$ cat config.mk
export PLATFORM = sky130hd
export DESIGN_NAME = keypad_scanner
export DESIGN_NICKNAME = d
export VERILOG_FILES = /design/src/rtl/keypad_pkg.sv /design/src/rtl/keypad_scanner_sync_2ff.sv /design/src/rtl/keypad_scanner.sv
export SDC_FILE = /design/constraint.sdc
export NUM_CORES = 1
export LEC_CHECK = 0
export CAP_MARGIN = 20
export CORE_ASPECT_RATIO = 0.5
export CORE_MARGIN = 2
export CORE_UTILIZATION = 25
export DETAILED_ROUTE_END_ITERATION = 16
export DONT_BUFFER_PORTS = 1
export GPL_TIMING_DRIVEN = 0
export PLACE_DENSITY = 0.38
export SLEW_MARGIN = 25
export SYNTH_ARGS = -nofsm -noshare
export SYNTH_HDL_FRONTEND = slang
export SYNTH_HIERARCHICAL = 1
export SYNTH_SLANG_ARGS = --single-unit
$ cat constraint.sdc
create_clock -name clk -period 1.7 [get_ports clk]
set_clock_uncertainty 0.2 [all_clocks]
set_input_delay 0.425 -clock clk [delete_from_list [all_inputs] [get_ports clk]]
set_output_delay 0.425 -clock clk [all_outputs]
set_load 0.03 [all_outputs]
$ cat src/rtl/keypad_pkg.sv
// Shared types and constants for the 4x4 keypad scanner.
//   NUM_ROWS / NUM_COLS : matrix geometry
//   key_vec_t           : one pressed-key snapshot, bit index = 4*col + row
//   scan_state_t        : scanner FSM states
//   is_ghosted()        : rectangle test used when KEYPAD_GHOST_REJECT_EN is defined
package keypad_pkg;

    localparam int unsigned NUM_ROWS = 4;
    localparam int unsigned NUM_COLS = 4;

    typedef logic [NUM_ROWS*NUM_COLS-1:0] key_vec_t;

    typedef enum logic [1:0] {
        IDLE    = 2'd0,
        DRIVE   = 2'd1,
        SAMPLE  = 2'd2,
        PUBLISH = 2'd3
    } scan_state_t;

    // Ghosted when two distinct columns share at least two pressed rows.
    function automatic logic is_ghosted(input key_vec_t k);
        logic                hit;
        logic [NUM_ROWS-1:0] common;
        hit = 1'b0;
        for (int unsigned c1 = 0; c1 < NUM_COLS; c1++) begin
            for (int unsigned c2 = c1 + 1; c2 < NUM_COLS; c2++) begin
                common = k[c1*NUM_ROWS +: NUM_ROWS] & k[c2*NUM_ROWS +: NUM_ROWS];
                if ($countones(common) > 1) hit = 1'b1;
            end
        end
        return hit;
    endfunction

endpackage

$ cat src/rtl/keypad_scanner_sync_2ff.sv
// Two-flop synchronizer with synchronous active-low reset to all-ones.
//   clk   : destination clock
//   reset : synchronous, active-low
//   d     : asynchronous input
//   q     : synchronized output, two cycles of latency
module sync_2ff #(
    parameter int unsigned WIDTH = 1
) (
    input  logic             clk,
    input  logic             reset,
    input  logic [WIDTH-1:0] d,
    output logic [WIDTH-1:0] q
);

    logic [WIDTH-1:0] meta_q, meta_d;
    logic [WIDTH-1:0] sync_q, sync_d;

    always_comb begin
        meta_d = d;
        sync_d = meta_q;
    end

    always_ff @(posedge clk) begin
        if (!reset) begin
            meta_q <= '1;
            sync_q <= '1;
        end else begin
            meta_q <= meta_d;
            sync_q <= sync_d;
        end
    end

    assign q = sync_q;

endmodule

$ cat src/rtl/keypad_scanner.sv
// 4x4 matrix keypad scanner: drives one active-low column at a time, samples
// the synchronized rows, and publishes a full-frame snapshot atomically.
//   clk          : system clock
//   reset        : synchronous, active-low
//   row_n[3:0]   : asynchronous row lines, 0 = pressed in driven column
//   col_n[3:0]   : active-low one-hot column drive, 4'b1111 = none
//   keys_pressed : last complete frame, bit 4*col+row
//   scan_done    : one-cycle pulse when a frame is published
//   ghost        : last frame rejected as ghosted
// Optional: define KEYPAD_GHOST_REJECT_EN to enable ghost rejection; otherwise
// ghost is tied 0 and every frame is published.
module keypad_scanner
    import keypad_pkg::*;
#(
    parameter int unsigned SETTLE_CYCLES = 8
) (
    input  logic        clk,
    input  logic        reset,
    input  logic [3:0]  row_n,
    output logic [3:0]  col_n,
    output logic [15:0] keys_pressed,
    output logic        scan_done,
    output logic        ghost
);

    localparam int unsigned CNT_W = 8;
    localparam int unsigned COL_W = 2;
    localparam logic [CNT_W-1:0] CNT_LAST = CNT_W'(SETTLE_CYCLES - 1);
    localparam logic [COL_W-1:0] COL_LAST = COL_W'(NUM_COLS - 1);

    if (SETTLE_CYCLES < 3 || SETTLE_CYCLES > 255) begin : g_bad_settle
        $error("keypad_scanner: SETTLE_CYCLES must be in 3..255");
    end

    scan_state_t          state_q, state_d;
    logic [COL_W-1:0]     col_q, col_d;
    logic [CNT_W-1:0]     cnt_q, cnt_d;
    key_vec_t             frame_buf_q, frame_buf_d;
    key_vec_t             keys_q, keys_d;
    logic [NUM_COLS-1:0]  col_n_q, col_n_d;
    logic                 scan_done_q, scan_done_d;
    logic [NUM_ROWS-1:0]  row_sync;

    sync_2ff #(.WIDTH(NUM_ROWS)) u_row_sync (
        .clk   (clk),
        .reset (reset),
        .d     (row_n),
        .q     (row_sync)
    );

`ifdef KEYPAD_GHOST_REJECT_EN
    logic ghost_q, ghost_d;
`endif

    // Next-state, frame assembly and registered-output computation.
    always_comb begin
        state_d     = state_q;
        col_d       = col_q;
        cnt_d       = cnt_q;
        frame_buf_d = frame_buf_q;
        keys_d      = keys_q;
        scan_done_d = 1'b0;
`ifdef KEYPAD_GHOST_REJECT_EN
        ghost_d     = ghost_q;
`endif
        unique case (state_q)
            IDLE: begin
                state_d = DRIVE;
                col_d   = '0;
                cnt_d   = '0;
            end
            DRIVE: begin
                if (cnt_q == CNT_LAST) state_d = SAMPLE;
                else                   cnt_d   = cnt_q + CNT_W'(1);
            end
            SAMPLE: begin
                frame_buf_d[NUM_ROWS*32'(col_q) +: NUM_ROWS] = ~row_sync;
                if (col_q == COL_LAST) begin
                    state_d = PUBLISH;
                end else begin
                    state_d = DRIVE;
                    col_d   = col_q + COL_W'(1);
                    cnt_d   = '0;
                end
            end
            PUBLISH: begin
                scan_done_d = 1'b1;
`ifdef KEYPAD_GHOST_REJECT_EN
                if (is_ghosted(frame_buf_q)) begin
                    ghost_d = 1'b1;
                end else begin
                    ghost_d = 1'b0;
                    keys_d  = frame_buf_q;
                end
`else
                keys_d = frame_buf_q;
`endif
                state_d = DRIVE;
                col_d   = '0;
                cnt_d   = '0;
            end
            default: state_d = IDLE;
        endcase

        // Column drive follows the state being entered so it is registered.
        if (state_d == IDLE) col_n_d = '1;
        else                 col_n_d = ~(NUM_COLS'(1) << col_d);
    end

    always_ff @(posedge clk) begin
        if (!reset) begin
            state_q     <= IDLE;
            col_q       <= '0;
            cnt_q       <= '0;
            frame_buf_q <= '0;
            keys_q      <= '0;
            col_n_q     <= '1;
            scan_done_q <= 1'b0;
`ifdef KEYPAD_GHOST_REJECT_EN
            ghost_q     <= 1'b0;
`endif
        end else begin
            state_q     <= state_d;
            col_q       <= col_d;
            cnt_q       <= cnt_d;
            frame_buf_q <= frame_buf_d;
            keys_q      <= keys_d;
            col_n_q     <= col_n_d;
            scan_done_q <= scan_done_d;
`ifdef KEYPAD_GHOST_REJECT_EN
            ghost_q     <= ghost_d;
`endif
        end
    end

    assign col_n        = col_n_q;
    assign keys_pressed = keys_q;
    assign scan_done    = scan_done_q;
`ifdef KEYPAD_GHOST_REJECT_EN
    assign ghost        = ghost_q;
`else
    assign ghost        = 1'b0;
`endif

endmodule

=== Word-level counts from Yosys, hierarchy flattened ===
Cells that the tools add are included.

* Bits of input ports: 6
* Memory bits (writable): 0
* ROM bits: 0
* Latch bits: 0
* Register bits after elaboration: 57
* Memories: 0
* Word-level logic and storage cells: 40
* Output and inout bits: 22

* Bitwise operators: 3
* Equality and inequality tests: 7
* Shift operators: 3
* $add $sub $neg: 3
* Multiply operators: 0
* Muxes and demuxes: 10
* Divide/modulo/power cells: 0
* Order comparisons: 0
* Reductions and logical operators: 5

{| class="wikitable"
|+ Operators by type and width
! cell !! count
|-
| $neg 4->34 || 1
|-
| $shift 4x34->16 const A || 1
|-
| $shiftx 4x34->16 || 1
|-
| $pmux 8 s3 || 1
|-
| $bwmux 16 || 1
|-
| $mux 8 || 2
|-
| $add 8x1->8 const B || 1
|-
| $eq 8x3->1 const B || 1
|-
| $not 4->4 || 2
|-
| $eq 2x2->1 const B || 3
|-
| $mux 2 || 3
|-
| $pmux 2 s3 || 1
|-
| $logic_not 2->1 || 2
|-
| $ne 2x2->1 const B || 2
|-
| $pmux 2 s2 || 1
|-
| $reduce_or 2->1 || 2
|-
| $shl 1x2->4 const A || 1
|-
| $add 2x1->2 const B || 1
|-
| $eq 2x1->1 const B || 1
|-
| $reduce_and 2->1 || 1
|-
| $mux 1 || 1
|-
| $not 1->1 || 1
|}

=== Depth between registers and ports, before layout ===
Gate-level depths: netlist of the first run.

* Depth in word-level cells: 5
* Mapped depth: 5
* Mapped depth without buffers: 5

=== Modules after synthesis ===
Netlist of the first run, hierarchy kept.

{| class="wikitable"
|+ Modules (own cells, without submodules)
! module !! cells each !! sequential area each (um2) !! times used !! area an instance (um2)
|-
| keypad_scanner || 234 || 980.9 || 1 || 2011.9
|-
| sync_2ff || 16 || 160.2 || 1 || 210.2
|}

=== Worst setup path before layout of the first run ===
Ideal clock, no wire load.

* Path kind: flip-flop to flip-flop
* Start point: register col_q[0]
* End point: register cnt_q[5]
* Period minus slack after synthesis: 1.792 ns
* Stages on the path, launching flop included: 6
* Setup slack: -0.092 ns
* Arrival time: 1.523 ns
* Path buffers: 1
* Library setup time: 0.070 ns
* Data required time: 1.430 ns
* Cells stage by stage: dfxtp_1 -> ha_1 -> and3b_1 -> clkbuf_1 -> or4_1 -> a21oi_1

* Cells in the longest elaborated chain, start to end: 3

{| class="wikitable"
|+ RTL lines
! what !! line !! text
|-
| start, declared || keypad_scanner.sv:36 || <nowiki>logic [COL_W-1:0] col_q, col_d;</nowiki>
|-
| start signal, assigned || keypad_scanner.sv:124 || <nowiki>col_q <= col_d;</nowiki>
|-
| $eq 2x2->1 || keypad_scanner.sv:78 || <nowiki>if (col_q == COL_LAST) begin</nowiki>
|-
| $ne 2x2->1 (no line) || - ||
|-
| $reduce_and 2->1 (no line) || - ||
|-
| end signal, assigned || keypad_scanner.sv:125 || <nowiki>cnt_q <= cnt_d;</nowiki>
|-
| end, declared || keypad_scanner.sv:37 || <nowiki>logic [CNT_W-1:0] cnt_q, cnt_d;</nowiki>
|}

No other way between the ends.
A chain may end at the register's enable or synchronous reset.

=== Worst setup path after layout of the first run ===
* Start point: register cnt_q[3]
* End point: register state_q[1]

* Cells in the longest elaborated chain, start to end: 3

{| class="wikitable"
|+ RTL lines
! what !! line !! text
|-
| $eq 8x3->1 || keypad_scanner.sv:73 || <nowiki>if (cnt_q == CNT_LAST) state_d = SAMPLE;</nowiki>
|-
| $mux 2 || keypad_scanner.sv:73 ||
|-
| $pmux 2 s3 || keypad_scanner.sv:66 || <nowiki>unique case (state_q)</nowiki>
|-
| end signal, assigned || keypad_scanner.sv:123 || <nowiki>state_q <= state_d;</nowiki>
|-
| end, declared || keypad_scanner.sv:35 || <nowiki>scan_state_t state_q, state_d;</nowiki>
|}

No other way between the ends.

==> results of run 1 <==
## worst min path at each step
| stage | startpoint | end | slack, ns | cells after the start |
|---|---|---|---|---|
| finish | reset | col_q[0]$_SDFF_PN0_ | 0.02 | 1 |
| global route | reset | col_q[0]$_SDFF_PN0_ | 0.005 | 1 |
| detailed placement | u_row_sync/meta_q[2]$_SDFF_PN1_ | u_row_sync/q[2]$_SDFF_PN1_ | 0.19 | 1 |
| CTS | reset | col_q[0]$_SDFF_PN0_ | 0.01 | 1 |
| global placement | u_row_sync/meta_q[2]$_SDFF_PN1_ | u_row_sync/q[2]$_SDFF_PN1_ | 0.20 | 1 |
| floorplan | u_row_sync/meta_q[0]$_SDFF_PN1_ | u_row_sync/q[0]$_SDFF_PN1_ | 0.19 | 1 |
## cell usage after synthesis, types with 2 or more instances
master	n	share of area, %
nand2_1	51	8.6
ha_1	7	3.9
and3b_1	3	1.2
nand3b_1	5	1.7
nor2_1	8	1.4
nand3_1	8	1.8
inv_1	9	1.5
clkbuf_1	10	1.7
o31ai_1	5	1.7
nor2b_1	2	0.56
o311ai_0	2	0.79
a32oi_1	4	1.6
or3_1	10	2.8
dfxtp_1	57	51
nand2b_1	11	3.1
a21oi_1	34	7.7
and2_1	2	0.56
or4_1	3	1.0
## critical path: stages (launching register included)
cell     delay [ns]
dfxtp_4        0.34
or4_4          0.54
o41a_1         0.38
buf_4          0.16
nor2_1         0.07
## logic make-up after synthesis
logic type                 after synthesis  share of synthesized area (%)
other                                    1                          0.169
and+or+nand+nor                        113                           26.7
AOI/OAI and AO/OA                       52                           14.3
adders and majority gates                7                           3.94
buffers and inverters                   20                           3.55
DFF                                     57                           51.4
## final cells by class
type                       count  area [sq um]  area share (%)
buffer                         8          55.1            1.84
inverter                       9          43.8            1.46
multi-input combinational    173          1160            38.9
timing repair buffer          19           155            5.19
tap                          117           146            4.90
sequential                    57          1160            38.9
clock buffer                  14           264            8.83
## stage by stage
stage          setup WS [ns]  hold slack (ns)
3_5_place_dp          -0.230            0.191
5_1_grt              -0.0995          0.00523
4_1_cts              -0.0743          0.00993
6_report             -0.0492           0.0205
2_1_floorplan        -0.0150            0.186
3_3_place_gp          -0.222            0.196
## report_power, final
group	internal (mW)	leakage (nW)	switching, mW
clock network	1.04	0.129	0.550
logic	0.0339	0.449	0.0428
registers	1.35	0.467	0.0138
## registers in the layout, summed over array words and instances, names as in the netlist, 2 cells and up
name,cells
cnt_q,8
col_n,4
col_q,2
frame_buf_q,16
keys_pressed,16
state_q,2
u_row_sync/meta_q,4
u_row_sync/q,4
## what timing repair did
action,in CTS,in global routing
gates cloned,0,0
resized for setup,32,22
hold buffers,5,0
hold endpoints to repair,10,0
buffers inserted,7,7
pin swaps,6,9
setup endpoints to repair,37,30
## layer usage
metal,GRT usage [%],vias up,share of wire [%],routed length (um)
met2,17.2,49,42,2290
met5,0,-,0,0
met3,6.45,11,8.7,473
li1,-,917,-,-
met1,16.4,863,48,2600
met4,4.81,0,1.9,104
==> impl_metrics.csv, run 1 <==
group,metric,value,unit
global_route,grt_usage,12.5,%
drt,wl_per_cell,13.8,um
synthesis,synth.net_count,263,
die,die_area,9700,sq um
global_route,grt_antenna_before_repair,0,
status,status,"complete, but fails checks",
sta,finalHoldViolations,0,
synthesis,syn_area,2220,sq um
clock_network,cts_made_buffers,9,
synthesis,syn-mean-instance-area,8.89,sq um
placed_design,dp_cells,367,
critical_path,cp_data_arrival_time,1.81,ns
critical_path,endpoint_kind,"flip-flop",
die,num_rows,24,
critical_path,crit_end,"state_q[1]$_SDFF_PN0_",
sta,rsz0062_at_grt,"yes",
critical_path,regToRegStartpoint,"cnt_q[3]$_SDFFE_PN0P_",
drt,drcViolationCount,0,
die,core_area,8680,sq um
clock_network,path_clk_slew,0.05,ns
clock_network,htree_levels,3,
sta,fin_tns_setup,-0.169,ns
job,drv_cap,0,
die,die_y,70.7,um
clock_network,clockRootBuffer,"clkbuf_16",
placed_design,portBuffers,0,
critical_path,path_max_fanout,3,
synthesis,yosysSeqAreaShare,51.4,%
synthesis,synth_edf_count,0,
clock_network,cts_tree,"done",
power,power_density,1010,nW/um^2
critical_path,r2r_slack,-0.05,ns
power,power,3.03,mW
critical_path,start_kind,"flip-flop",
cells_and_area,final_cells,397,
cells_and_area,final_cell_mix,"50 x dfxtp_1, 49 x nand2_1, 30 x a21oi_1",
sta,min_period_over_period,103,%
cells_and_area,final_common_cell,"dfxtp_1",
sta,slew_violations,0,
drt,via_per_inst,4.63,
placed_design,dpl_cell_area,2370,sq um
cells_and_area,final_util,34.5,%
cells_and_area,final_nets,290,
sta,tightestPinTransition,0.530,ns
cells_and_area,final_cell_area,2990,sq um
cells_and_area,n_antenna_cell,0,
drt,via_count,1840,
cells_and_area,drive_above_1_share,23.2,%
power,p_leak,1.04,nW
global_route,grt_pass1_vias,1789,
sta,period_needed,1.75,ns
sta,setup_violations,5,
die,start_util,25.6,%
synthesis,async_flop_share,0,%
synthesis,ys.flop_type,"dfxtp_1",
critical_path,startpoint,"cnt_q[3]$_SDFFE_PN0P_",
die,die_w,137,um
drt,drt_iter0_drc,79,
synthesis,ys_ff_latch,57,
cells_and_area,fill_cells,891,
cells_and_area,area_delta_synth_final,34.6,%
critical_path,required,1.76,ns
clock_network,cts_sinks,57,
drt,ant_nets,0,
status,violations,"setup timing",
placed_design,hpwl,3730,um
critical_path,crit_type,"reg -> reg",
synthesis,netlist_instances,250,
power,vdd_ir_drop_max,0.429,mV
global_route,grt_max_degree,11,
drt,drt_wl_total,5470,um
sta,fin_ws,-0.0492,ns
global_route,grt_pass1_wl,9000,um
sta,fmax,0.572,GHz
worst_hold_path,worstHoldPathType,"in -> reg",
clock_network,cts_max_path_buffers,2,
placed_design,place_congestion,0.794,
critical_path,r2r_cells,4,
synthesis,yosysWarnings,6,
sta,relSlewSlack,64.6,%
critical_path,r2r_end,"state_q[1]$_SDFF_PN0_",
drt,dr.pass1.iters,4,
die,ios,28,
synthesis,synthDistinctLibCells,37,
clock_network,clock_latency,0.33,ns
global_route,overflow,0,
Note: power is estimated with default switching activity, not from simulation.
==> run 2: changes to the inputs <==
==> constraint.sdc (replaced) <==
create_clock -name clk -period 1.7 [get_ports clk]
set_clock_uncertainty 0.2 [all_clocks]
set_input_delay 0.255 -clock clk [delete_from_list [all_inputs] [get_ports clk]]
set_output_delay 0.255 -clock clk [all_outputs]
set_load 0.03 [all_outputs]
==> impl_metrics.csv, run 2 (synthesis gave the netlist of run 1 again) <==
group,metric,value,unit
global_route,grt_antenna_before_repair,0,
sta,rsz0062_at_grt,"yes",
clock_network,clockRootBuffer,"clkbuf_16",
die,die_w,137,um
power,power,3.04,mW
clock_network,path_clk_slew,0.05,ns
clock_network,clock_latency,0.33,ns
job,drv_cap,0,
critical_path,start_kind,"flip-flop",
die,core_area,8680,sq um
status,violations,"hold timing, setup timing",
cells_and_area,final_cell_area,3040,sq um
die,num_rows,24,
sta,setup_violations,5,
drt,dr.pass1.iters,4,
drt,ant_nets,0,
worst_hold_path,worstHoldPathType,"in -> reg",
clock_network,cts_sinks,57,
cells_and_area,drive_above_1_share,22.8,%
drt,via_per_inst,4.63,
placed_design,dpl_cell_area,2370,sq um
sta,finalHoldViolations,1,
cells_and_area,area_delta_synth_final,36.8,%
critical_path,path_max_fanout,3,
die,ios,28,
drt,drt_wl_total,5540,um
drt,wl_per_cell,13.8,um
drt,drt_iter0_drc,66,
cells_and_area,n_antenna_cell,0,
sta,fmax,0.571,GHz
critical_path,cp_data_arrival_time,1.81,ns
drt,drcViolationCount,0,
sta,min_period_over_period,103,%
global_route,overflow,0,
placed_design,portBuffers,0,
global_route,grt_pass1_vias,1801,
global_route,grt_max_degree,17,
drt,via_count,1862,
clock_network,cts_made_buffers,9,
critical_path,r2r_slack,-0.05,ns
critical_path,regToRegStartpoint,"cnt_q[3]$_SDFFE_PN0P_",
die,start_util,25.6,%
sta,tightestPinTransition,0.539,ns
global_route,grt_usage,12.5,%
worst_hold_path,holdCritStartpoint,"reset",
placed_design,hpwl,3730,um
power,vdd_ir_drop_max,0.429,mV
power,power_density,998,nW/um^2
critical_path,required,1.76,ns
critical_path,crit_type,"reg -> reg",
clock_network,htree_levels,3,
cells_and_area,final_common_cell,"dfxtp_1",
die,die_area,9700,sq um
placed_design,place_congestion,0.794,
power,p_leak,1.05,nW
sta,relSlewSlack,64.1,%
clock_network,cts_tree,"done",
critical_path,endpoint_kind,"flip-flop",
sta,period_needed,1.75,ns
sta,slew_violations,0,
die,die_y,70.7,um
cells_and_area,final_nets,295,
global_route,grt_pass1_wl,9020,um
clock_network,cts_max_path_buffers,2,
sta,fin_ws,-0.0528,ns
placed_design,pre_cts_ws,-0.230,ns
status,status,"complete, but fails checks",
sta,hold-worst-slack,-0.00271,ns
critical_path,startpoint,"cnt_q[3]$_SDFFE_PN0P_",
cells_and_area,final_cell_mix,"50 x dfxtp_1, 49 x nand2_1, 30 x a21oi_1",
run 2: metrics by stage:
| step | setup TNS [ns] | hold slack [ns] | instances | util [%] |
|---|---|---|---|---|
| 2_1_floorplan | -0.0300 | 0.127 | 250 | - |
| 3_3_place_gp | -4.25 | 0.133 | 367 | 27.4 |
| 3_5_place_dp | -4.17 | 0.132 | 367 | 27.4 |
| 4_1_cts | -0.176 | -0.196 | 396 | 33.4 |
| 5_1_grt | -0.492 | 0.0276 | 402 | 35.0 |
| 6_report | -0.180 | -0.00271 | 402 | 35.0 |
run 2: power by group:
| part | internal [mW] | total [mW] | leakage [nW] | switching [mW] |
|---|---|---|---|---|
| logic | 0.0385 | 0.0806 | 0.453 | 0.0421 |
| registers | 1.35 | 1.36 | 0.467 | 0.0138 |
| clock network | 1.04 | 1.59 | 0.129 | 0.550 |
| total | 2.43 | 3.04 | 1.05 | 0.606 |
run 2: area by class of cell:
class                   instances  area [sq um]
fillers                       888          5640
multi-input cells             173          1160
flip-flops and latches         57          1160
clock buffers                  14           264
repair buffers                 24           205
well taps                     117           146
plain buffers                   8          55.1
inverters                       9          43.8
run 2: worst paths after layout:
kind	to	depth (start not counted)
worst max-delay path	state_q[1]$_SDFF_PN0_	4
worst min-delay path	col_n[2]$_SDFF_PP1_	2
worst max register to register	state_q[1]$_SDFF_PN0_	4
worst min register to register	frame_buf_q[15]$_SDFFE_PN0P_	2
run 2: critical path, stage by stage, from the launching register on:
cell     delay, ns
dfxtp_4       0.34
or4_4         0.54
o41a_1        0.38
buf_4         0.16
nor2_1        0.07
run 2: timing repair:
action	in CTS	in global routing
setup endpoints to repair	37	30
hold endpoints to repair	15	4
buffers inserted	7	7
gates cloned	0	0
pin swaps	6	9
resized for setup	32	22
hold buffers	9	1
run 2: routing by layer:
metal  GRT usage [%]  vias up  wire length (um)
met5               0        -                 0
met4            4.81        0               104
met3            6.45       11               436
met2            17.5       49              2380
met1            16.3      875              2620
li1                -      927                 -
==> run 3: changes to the inputs <==
--- a/config.mk
+++ b/config.mk
@@ -8,11 +8,11 @@
 export CAP_MARGIN = 20
 export CORE_ASPECT_RATIO = 0.5
 export CORE_MARGIN = 2
-export CORE_UTILIZATION = 25
+export CORE_UTILIZATION = 55
 export DETAILED_ROUTE_END_ITERATION = 16
 export DONT_BUFFER_PORTS = 1
 export GPL_TIMING_DRIVEN = 0
-export PLACE_DENSITY = 0.38
+export PLACE_DENSITY = 0.71
 export SLEW_MARGIN = 25
 export SYNTH_ARGS = -nofsm -noshare
 export SYNTH_HDL_FRONTEND = slang
==> impl_metrics.csv, run 3 (synthesis gave the netlist of run 1 again) <==
group,metric,value,unit
cells_and_area,area_delta_synth_final,35.0,%
sta,tightestPinTransition,0.517,ns
power,p_sw_share,20.4,%
global_route,grt-busiest-layer,"met2",
placed_design,portBuffers,0,
clock_network,cts_tree,"done",
sta,hold-worst-slack,0.148,ns
cells_and_area,drive_above_1_share,28.8,%
cells_and_area,register_area,1160,sq um
job,drv_cap,0,
global_route,overflow,0,
critical_path,crit_type,"reg -> reg",
drt,drt_wl_total,5760,um
sta,fin_tns_setup,-0.196,ns
sta,setup_violations,6,
critical_path,crit_chain,"or4_4 > o41a_1 > o31ai_1",
sta,finalHoldViolations,0,
critical_path,crit_family,"compound AO/OA/AOI/OAI gates",
sta,relSlewSlack,65.5,%
sta,rsz0062_at_grt,"yes",
sta,period_needed,1.77,ns
clock_network,path_clk_slew,0.06,ns
cells_and_area,multiInputGateArea,1180,sq um
power,p_int,2.33,mW
die,num_rows,16,
clock_network,cts_max_path_buffers,2,
drt,via_count,1954,
die,start_util,57.2,%
sta,min_period_over_period,104,%
power,vdd_ir_drop_max,0.653,mV
die,die_y,48.9,um
die,die_area,4600,sq um
power,combPwrFrac,2.9,%
power,switchingPower,0.597,mW
global_route,met1_usage,29.7,%
cells_and_area,n_antenna_cell,0,
status,status,"complete, but fails checks",
clock_network,htree_levels,3,
global_route,grt_util_met3,11.0,%
sta,slew_violations,0,
cells_and_area,fill_cells,259,
power,p_clk_share,50.7,%
sta,fmax,0.566,GHz
placed_design,place_congestion,0.878,
status,violations,"setup timing",
critical_path,r2r_slack,-0.07,ns
worst_hold_path,worstHoldPathType,"in -> reg",
global_route,grt_usage,23.8,%
drt,drcViolationCount,0,
placed_design,dp_cells,304,
critical_path,crit_slowest_cell,"or4_4",
power,p_leak,1.07,nW
critical_path,path_max_fanout,3,
drt,drt_iter0_drc,82,
placed_design,hpwl,3030,um
global_route,grt_antenna_before_repair,0,
critical_path,endpoint_kind,"flip-flop",
cells_and_area,final_cells,349,
critical_path,cpPeakStageDelay,0.53,ns
cells_and_area,final_cell_mix,"49 x nand2_1, 49 x dfxtp_1, 28 x a21oi_1",
die,core_area,3880,sq um
global_route,grt_pass1_vias,1798,
cells_and_area,final_util,77.3,%
clock_network,cts_sinks,57,
drt,dr.pass1.iters,5,
drt,ant_nets,0,
die,ios,28,
critical_path,crit_buf_inv,0,
cells_and_area,final_cell_area,3000,sq um
critical_path,required,1.73,ns
global_route,grt_util_met2,36.4,%
drt,wl_per_cell,16.5,um
die,die_w,93.9,um
power,p_seq_share,46.4,%
power,power,2.93,mW
clock_network,clockRootBuffer,"clkbuf_8",
global_route,grt_max_degree,14,
cells_and_area,final_nets,303,
critical_path,cp_data_arrival_time,1.79,ns
sta,fin_ws,-0.0658,ns
clock_network,clock_latency,0.34,ns
placed_design,dpl_cell_area,2290,sq um
placed_design,pre_cts_ws,-0.215,ns
global_route,grt_pass1_wl,8310,um
critical_path,start_kind,"flip-flop",
drt,via_per_inst,5.60,
power,power_density,975,nW/um^2
clock_network,cts_made_buffers,9,
## run 3: changes by cell type in the layout (fill, tap and decap cells not counted), moves of 3 or more
cell	previous run	this run
buf_4	15	19
clkbuf_1	7	4
clkbuf_16	9	0
clkbuf_8	4	12
dfxtp_2	2	5
## run 3: final timing paths
| kind | startpoint | to | cells past startpoint |
|---|---|---|---|
| setup / recovery | cnt_q[7]$_SDFFE_PN0P_ | cnt_q[1]$_SDFFE_PN0P_ | 3 |
| hold / removal | reset | cnt_q[0]$_SDFFE_PN0P_ | 3 |
| setup reg to reg | cnt_q[7]$_SDFFE_PN0P_ | cnt_q[1]$_SDFFE_PN0P_ | 3 |
| hold reg to reg | frame_buf_q[13]$_SDFFE_PN0P_ | keys_pressed[13]$_SDFFE_PN0P_ | 2 |
## run 3: metal layers
metal,up-vias,wire [um]
met5,-,0
met4,0,123
met3,14,373
met2,62,2720
met1,926,2550
li1,952,-
## run 3: worst min-delay path, stage by stage
cell,delay (ns)
and3b_1,0.21
o311ai_1,0.11
o31ai_1,0.06
## run 3: cell type report
type                    count  area share (%)
plain buffers              10            1.75
clock buffers              12            5.50
clock inverters             4            2.46
inverters                   9            1.46
multi-input cells         173            39.3
flip-flops and latches     57            38.6
well taps                  54            2.25
repair buffers             30            8.63
## run 3: timing repair
action	in CTS	in global routing
hold endpoints to repair	15	0
gates resized for setup	24	39
hold buffers	12	0
setup buffers	9	9
endpoints found under the setup margin	33	35
pin swaps	10	13
## run 3: power by group through the flow
stage | sequential, mW | clock (mW) | combinational [mW]
final | 1.36 | 1.48 | 0.0850
after global routing | 1.36 | 1.57 | 0.0917
after CTS | 1.36 | 1.49 | 0.0744
after detailed placement | 1.39 | 0 | 0.0535
after global placement | 1.39 | 0 | 0.0520
after floorplan | 1.39 | 0 | 0.0426
